===== src/rtl/mmio_pkg.sv =====
// Shared constants for the memory-mapped store port: default addresses and
// the bit layout of the status (read) and control (write) words.
package mmio_pkg;

    localparam logic [31:0] TX_ADDR_DEF   = 32'h0000_0064;
    localparam logic [31:0] STAT_ADDR_DEF = 32'h0000_0068;

    localparam int STAT_OVF     = 0;
    localparam int STAT_EMPTY   = 1;
    localparam int STAT_FULL    = 2;
    localparam int STAT_CNT_LSB = 8;
    localparam int STAT_CNT_W   = 8;

    localparam int CTRL_CLR_OVF = 0;
    localparam int CTRL_FLUSH   = 1;

endpackage


===== src/rtl/mmio_store_port_sync_fifo.sv =====
// Synchronous FIFO with wrap-bit pointers, flush, and a drop indication for
// pushes refused because the FIFO is full and nothing is leaving.
module sync_fifo #(
    parameter int DW    = 32,
    parameter int DEPTH = 4,
    localparam int AW   = $clog2(DEPTH)
) (
    input  logic          clk,
    input  logic          rst_n,
    input  logic          push_i,
    input  logic          pop_i,
    input  logic          flush_i,
    input  logic [DW-1:0] wdata_i,
    output logic [DW-1:0] rdata_o,
    output logic          empty_o,
    output logic          full_o,
    output logic          drop_o,
    output logic [AW:0]   count_o
);

    logic [AW:0]   wptr_q, wptr_d, rptr_q, rptr_d;
    logic [DW-1:0] mem_q [DEPTH];
    logic          do_push, do_pop;

    assign empty_o = (wptr_q == rptr_q);
    assign full_o  = (wptr_q[AW] != rptr_q[AW]) && (wptr_q[AW-1:0] == rptr_q[AW-1:0]);
    assign count_o = wptr_q - rptr_q;

    // A flush owns the read pointer, so a coincident pop is discarded.
    assign do_pop  = pop_i && !empty_o && !flush_i;
    assign do_push = push_i && (!full_o || do_pop);
    assign drop_o  = push_i && !do_push;

    // Storage is only read behind the empty gate, so it needs no reset.
    assign rdata_o = empty_o ? '0 : mem_q[rptr_q[AW-1:0]];

    always_comb begin
        wptr_d = wptr_q + (AW+1)'(do_push);
        rptr_d = flush_i ? wptr_q : rptr_q + (AW+1)'(do_pop);
    end

    always_ff @(posedge clk or negedge rst_n) begin
        if (!rst_n) begin
            wptr_q <= '0;
            rptr_q <= '0;
        end else begin
            wptr_q <= wptr_d;
            rptr_q <= rptr_d;
        end
    end

    always_ff @(posedge clk) begin
        if (do_push) mem_q[wptr_q[AW-1:0]] <= wdata_i;
    end

endmodule


===== src/rtl/mmio_store_port.sv =====
// Memory-mapped output port: TX stores feed a FIFO drained over valid/ready;
// a status/control word reports and clears overflow and can flush the FIFO.
module mmio_store_port
    import mmio_pkg::*;
#(
    parameter int          DEPTH     = 4,
    parameter logic [31:0] TX_ADDR   = TX_ADDR_DEF,
    parameter logic [31:0] STAT_ADDR = STAT_ADDR_DEF
) (
    input  logic        clk,
    input  logic        reset,
    input  logic        mem_write,
    input  logic [31:0] data_adr,
    input  logic [31:0] write_data,
    output logic        rd_hit,
    output logic [31:0] rd_data,
    output logic        out_valid,
    output logic [31:0] out_data,
    input  logic        out_ready,
    output logic        overflow
);

    localparam int CW = $clog2(DEPTH) + 1;

    if (TX_ADDR == STAT_ADDR) begin : g_addr_clash
        $error("mmio_store_port: TX_ADDR and STAT_ADDR must differ");
    end

    logic          push, stat_wr, flush, clr_ovf;
    logic          empty, full, drop;
    logic [CW-1:0] count;
    logic          ovf_q, ovf_d;

    assign push    = mem_write && (data_adr == TX_ADDR);
    assign stat_wr = mem_write && (data_adr == STAT_ADDR);
    assign flush   = stat_wr && write_data[CTRL_FLUSH];
    assign clr_ovf = stat_wr && write_data[CTRL_CLR_OVF];

    sync_fifo #(.DW(32), .DEPTH(DEPTH)) u_fifo (
        .clk     (clk),
        .rst_n   (reset),
        .push_i  (push),
        .pop_i   (out_ready),
        .flush_i (flush),
        .wdata_i (write_data),
        .rdata_o (out_data),
        .empty_o (empty),
        .full_o  (full),
        .drop_o  (drop),
        .count_o (count)
    );

    assign out_valid = !empty;
    assign overflow  = ovf_q;
    assign rd_hit    = (data_adr == STAT_ADDR);

    always_comb begin
        ovf_d = ovf_q;
        if (drop)    ovf_d = 1'b1;
        if (clr_ovf) ovf_d = 1'b0;
    end

    always_ff @(posedge clk or negedge reset) begin
        if (!reset) ovf_q <= 1'b0;
        else        ovf_q <= ovf_d;
    end

    always_comb begin
        rd_data                                 = '0;
        rd_data[STAT_OVF]                       = ovf_q;
        rd_data[STAT_EMPTY]                     = empty;
        rd_data[STAT_FULL]                      = full;
        rd_data[STAT_CNT_LSB +: STAT_CNT_W]     = STAT_CNT_W'(count);
    end

endmodule

===== config.mk =====
export PLATFORM = sky130hd
export DESIGN_NAME = mmio_store_port
export DESIGN_NICKNAME = d
export VERILOG_FILES = /design/src/rtl/mmio_pkg.sv /design/src/rtl/mmio_store_port_sync_fifo.sv /design/src/rtl/mmio_store_port.sv
export SDC_FILE = /design/constraint.sdc
export NUM_CORES = 1
export LEC_CHECK = 0
export ABC_CLOCK_PERIOD_IN_PS = 6900
export CAP_MARGIN = 20
export CORE_MARGIN = 3
export CORE_UTILIZATION = 35
export DETAILED_ROUTE_END_ITERATION = 10
export SETUP_SLACK_MARGIN = 0.02
export SLEW_MARGIN = 10
export SYNTH_ARGS = -nofsm -noshare
export SYNTH_HDL_FRONTEND = slang
export SYNTH_SLANG_ARGS = --single-unit

===== constraint.sdc =====
create_clock -name clk -period 6.9 [get_ports clk]
set_input_delay 1.725 -clock clk [delete_from_list [all_inputs] [get_ports clk]]
set_output_delay 1.725 -clock clk [all_outputs]
set_load 0.01 [all_outputs]

After elaboration in Yosys (flattened, before gate mapping). Memory sizes are Yosys's and may differ from the RTL's. Index checks and enable logic that the tools add are counted.

Register bits after elaboration: 7. Latch bits: 0. RAM bits: 128. ROM bits: 0. Output and inout port bits: 67. Memories: 1.

Memory list: u_fifo.mem_q (depth 4, width 32, rd ports 1, clocked after Yosys merged registers in 0, wr ports 1, RTL line mmio_store_port_sync_fifo.sv:22) `logic [DW-1:0] mem_q [DEPTH];`.

Add/subtract/negate cells: 3. Multipliers: 0. Div/mod/pow operators: 0. $lt $le $gt $ge: 0. Eq/ne operators: 5. Shift-type cells: 0. Muxes and demuxes: 6. Bitwise operators: 0. Reductions and logical operators: 15.

Operators by type and width (number): equality test 32 x 7 -> 1 bit, second input constant (2); 2-to-1 mux 32 bit (1); logical AND 1 bit (9); adder 3 x 1 -> 3 bit (2); logical NOT 1 bit (4); 2-to-1 mux 1 bit (4); equality test 3 bit (1); 2-to-1 mux 3 bit (1); subtractor 3 bit (1); equality test 2 bit (1); nonzero test 2 bit (1); logical OR 1 bit (1); != test 1 bit (1).

Logic depth before layout (Yosys ltp).
Depth in word-level cells: 11. Mapped depth: 11. Mapped depth without buffers: 9.

By module. Synthesis repeated with hierarchy kept, for this count alone.

Cell total of the unflattened synthesis: 301. Area, all modules: 5756.8 um2.

By module, submodules not included: sync_fifo (instances 1, cells each 250, area each 5375.2 um2); mmio_store_port (instances 1, cells each 51, area each 381.6 um2).

Worst setup path after synthesis. No wires, ideal clock.

Path kind: input-to-reg. Start: in data_adr[7]. End: mem u_fifo.mem_q[2][0] (enable). Library setup time: 0.502 ns. Data arrival time: 6.083 ns. Required time: 6.398 ns. Setup slack: 0.315 ns. Stages on the path: 4. Buffers on the path: 0. Cells stage by stage: nand4bb_1 or4b_4 or4_4 nor4_1.

Word-level cells in the longest chain between the ends: 9. Elaborated cells between the ends (all ways): 11.

Ends and longest elaborated chain: from (decl) (RTL line mmio_store_port.sv:13) `input logic [31:0] data_adr,`; equality test 32 x 7 -> 1 bit (RTL line mmio_store_port.sv:35) `assign stat_wr = mem_write && (data_adr == STAT_ADDR);`; logical AND 1 bit (RTL line mmio_store_port.sv:35); logical AND 1 bit (RTL line mmio_store_port.sv:36) `assign flush = stat_wr && write_data[CTRL_FLUSH];`; logical NOT 1 bit (RTL line mmio_store_port_sync_fifo.sv:30) `assign do_pop = pop_i && !empty_o && !flush_i;`; logical AND 1 bit (RTL line mmio_store_port_sync_fifo.sv:30); logical OR 1 bit (RTL line mmio_store_port_sync_fifo.sv:31) `assign do_push = push_i && (!full_o || do_pop);`; logical AND 1 bit (*) (RTL line mmio_store_port_sync_fifo.sv:31); 2-to-1 mux 1 bit (*) (RTL line mmio_store_port_sync_fifo.sv:53) `if (do_push) mem_q[wptr_q[AW-1:0]] <= wdata_i;`; 2-to-1 mux 1 bit (implied by the code) (*) (RTL line mmio_store_port_sync_fifo.sv:53); to (decl) (RTL line mmio_store_port_sync_fifo.sv:22).

Every way passes the cells marked *; elsewhere a longest branch is shown, timed or not.

Final worst setup path.
Start: in data_adr[1]. End: out rd_hit.

Word-level cells in the longest chain between the ends: 1.

Ends and longest elaborated chain: equality test 32 x 7 -> 1 bit (RTL line mmio_store_port.sv:55) `assign rd_hit = (data_adr == STAT_ADDR);`; to (decl) (RTL line mmio_store_port.sv:15) `output logic rd_hit,`.

Every way passes these cells.

==> results.json <==
{
  "outcome": "complete, no violations",
  "die_area_sq_mm": 0.0176,
  "routabilityCongestion": 0.761,
  "cp-start-kind": "primary input",
  "worst_slew_pin_slew_ns": 0.691,
  "netlist_top_cells_area": "edfxtp_1, mux4_2, buf_4",
  "fp.coreArea_sq_mm": 0.0155,
  "std_cell_rows": 45,
  "setup_violations": 0,
  "dp_cells": 613,
  "firstDrtPassIters": 4,
  "r2r-end": "u_fifo.mem_q[0][20]$_DFFE_PP_",
  "fmaxAchievable_mhz": 186,
  "nNetsFinal": 496,
  "syn_area_sq_mm": 0.00563,
  "grt_pass1_wl_mm": 17.9,
  "p_clk_frac": 0.439,
  "whs_endpoint": "u_fifo.wptr_q[2]$_DFF_PN0_",
  "fin_cells": 645,
  "p_switching_uw": 454,
  "slew_headroom": 0.538,
  "pwr_density_cell_mw_per_mm2": 276,
  "min_path_cells": 1,
  "syn_area_per_cell_sq_um": 18.9,
  "slew_violations": 0,
  "drc": 0,
  "ir_drop_mv": 0.151,
  "antenna_found_initial": 0,
  "final_layout_size_suffix_gt1_frac": 0.198,
  "finalHoldViolCount": 0,
  "synth_cell_types": 30,
  "grt.overflow.total": 0,
  "initial_core_util": 0.364,
  "cts_sinks": 135,
  "worst_ep_arrival_time_ns": 3.65,
  "crit_type": "primary input to output port",
  "worstPathRequired_ns": 5.18,
  "ys_warn_count": 0,
  "cts_buffers": 17,
  "dpl-instance-area_sq_mm": 0.00692,
  "p_leak_uw": 0.00252,
  "finalInstanceArea_sq_mm": 0.00752,
  "r2r_start": "u_fifo.wptr_q[0]$_DFF_PN0_",
  "fin_crit_ns": 5.37,
  "power_uw": 2080,
  "io-pin-count": 135,
  "grt_usage": 0.135,
  "grt_max_degree": 35,
  "clk_transition_reported_paths_ns": 0.06,
  "path_max_fanout": 4,
  "clk_path_buf_depth": 2,
  "seqPwrFrac": 0.433,
  "port_buffers": 108,
  "n_antenna_cell": 0,
  "fin_crit_sh": 0.779,
  "ys_ff_latch": 135,
  "syn2layout_area_growth_pct": 33.6,
  "yosys.area.top_type": "edfxtp_1",
  "wire_per_inst_microns": 17.4,
  "hold_ws_ns": 0.507,
  "grt_pass1_vias": 3312,
  "ant_nets": 0,
  "wirelength_mm": 11.2,
  "reg2reg_slack_ns": 3.79,
  "dr.first_iter.drc_count": 129,
  "rsz0062_at_grt": "no",
  "routed-via-count": 2960,
  "h-tree-depth": 4,
  "drv_cap": 0,
  "postCtsSetupBuffers": 0,
  "hold_buffers": 0,
  "hp-class": "register to register",
  "endpoint_kind": "output port",
  "die_w_microns": 133,
  "ys.flop_type": "edfxtp_1",
  "switching_share": 0.219,
  "viasPerCell": 4.59,
  "setup_tns_ns": 0,
  "hpwl_mm": 7.22,
  "ys_seq_area_frac": 0.714,
  "cts_resized": 0,
  "dieHeight_microns": 133,
  "netlist_instances": 298,
  "hp-start": "u_fifo.wptr_q[2]$_DFF_PN0_",
  "synth-async-reset-ratio": 0.0519,
  "synth_edf_count": 128,
  "cts_tree": "yes",
  "fin_skew_ns": 0.00603,
  "yosysTopAreaCellShare": 0.683,
  "clk_latency_ns": 0.41,
  "combPwrFrac": 0.128,
  "p_int_uw": 1620,
  "cts-root-buf": "clkbuf_16",
  "reg2reg_depth": 8
}
-- sequential cells by signal, summed over array words and instances, names as in the netlist --
| name | flops |
|---|---|
| u_fifo.wptr_q | 3 |
| u_fifo.rptr_q | 3 |
| overflow | 1 |
| u_fifo.mem_q | 128 |
-- area by class of cell --
type	instances	area [sq um]
inverter	7	26.3
multi-input combinational	141	1440
sequential	135	4020
fill	1314	7960
timing repair buffer	119	1160
tap	211	264
clock inverter	14	174
clock buffer	18	429
-- cell usage after synthesis, drive strengths merged (3+ instances only) --
cell and instances:
and2 32, buf 32, clkbuf 8, dfrtp 7
edfxtp 128, ha 6, inv 7, mux2 3
mux4 32, nand2 6, nor2 4, nor4 13
-- cell usage in the layout (no fill, tap or decap), types with 5 or more instances in the layout --
cell type        netlist  layout
conb_1                 1      26
nand2_1                6       6
clkdlybuf4s50_1        0     108
and2_1                32      32
mux4_2                32      32
buf_4                 29      11
clkbuf_16              0      17
nor4_1                12       8
inv_1                  7       7
edfxtp_1             128     128
nor4_2                 1       5
ha_1                   6       6
dfrtp_1                7       5
-- worst max-delay path: stages --
cell	delay [ns]
clkdlybuf4s50_1	0.40
nor4_1	0.28
nand4_1	0.23
nor4_1	0.40
clkdlybuf4s50_1	0.62
-- metrics by stage --
step | util | setup slack [ns]
finish | 0.486 | 1.53
global route | 0.486 | 1.33
CTS | 0.486 | 1.49
detailed placement | 0.447 | 1.49
global placement | 0.447 | 1.50
floorplan | - | 0.315
-- worst max-delay path by stage --
stage | slack, ns | cells after the start | to | start
after floorplan | 0.32 | 4 | u_fifo.mem_q[2][0]$_DFFE_PP_ | data_adr[7]
after global placement | 1.50 | 5 | rd_hit | data_adr[26]
after detailed placement | 1.49 | 5 | rd_hit | data_adr[18]
after CTS | 1.49 | 5 | rd_hit | data_adr[1]
after global routing | 1.33 | 5 | rd_hit | data_adr[1]
final | 1.53 | 5 | rd_hit | data_adr[1]
-- power groups by stage --
| stage | sequential (uW) | clock (uW) | combinational, uW |
|---|---|---|---|
| after floorplan | 916 | 0 | 149 |
| after global placement | 916 | 0 | 271 |
| after detailed placement | 916 | 0 | 272 |
| after CTS | 899 | 933 | 273 |
| after global routing | 898 | 972 | 292 |
| final | 899 | 912 | 266 |
-- metal layers --
metal	vias to the layer above	wire, microns	share of wire	GRT usage
li1	1365	-	-	-
met3	13	697	0.062	0.0452
met4	0	144	0.013	0.0450
met5	-	0	0	0
met1	1479	4690	0.42	0.167
met2	103	5700	0.51	0.223
-- cells by family (layout without fill, tap and decap cells) --
| group | after synthesis | in the layout | synth area share |
|---|---|---|---|
| other | 1 | 26 | 0.000666 |
| and+or+nand+nor | 66 | 66 | 0.0736 |
| xor gates and xnor gates | 4 | 4 | 0.00622 |
| buffers and inverters | 47 | 158 | 0.0513 |
| muxes | 35 | 35 | 0.134 |
| AOI/OAI and AO/OA | 3 | 3 | 0.00356 |
| DFF | 135 | 135 | 0.714 |
| adders and majority gates | 7 | 7 | 0.0169 |
(Power assumes the default switching activity.)
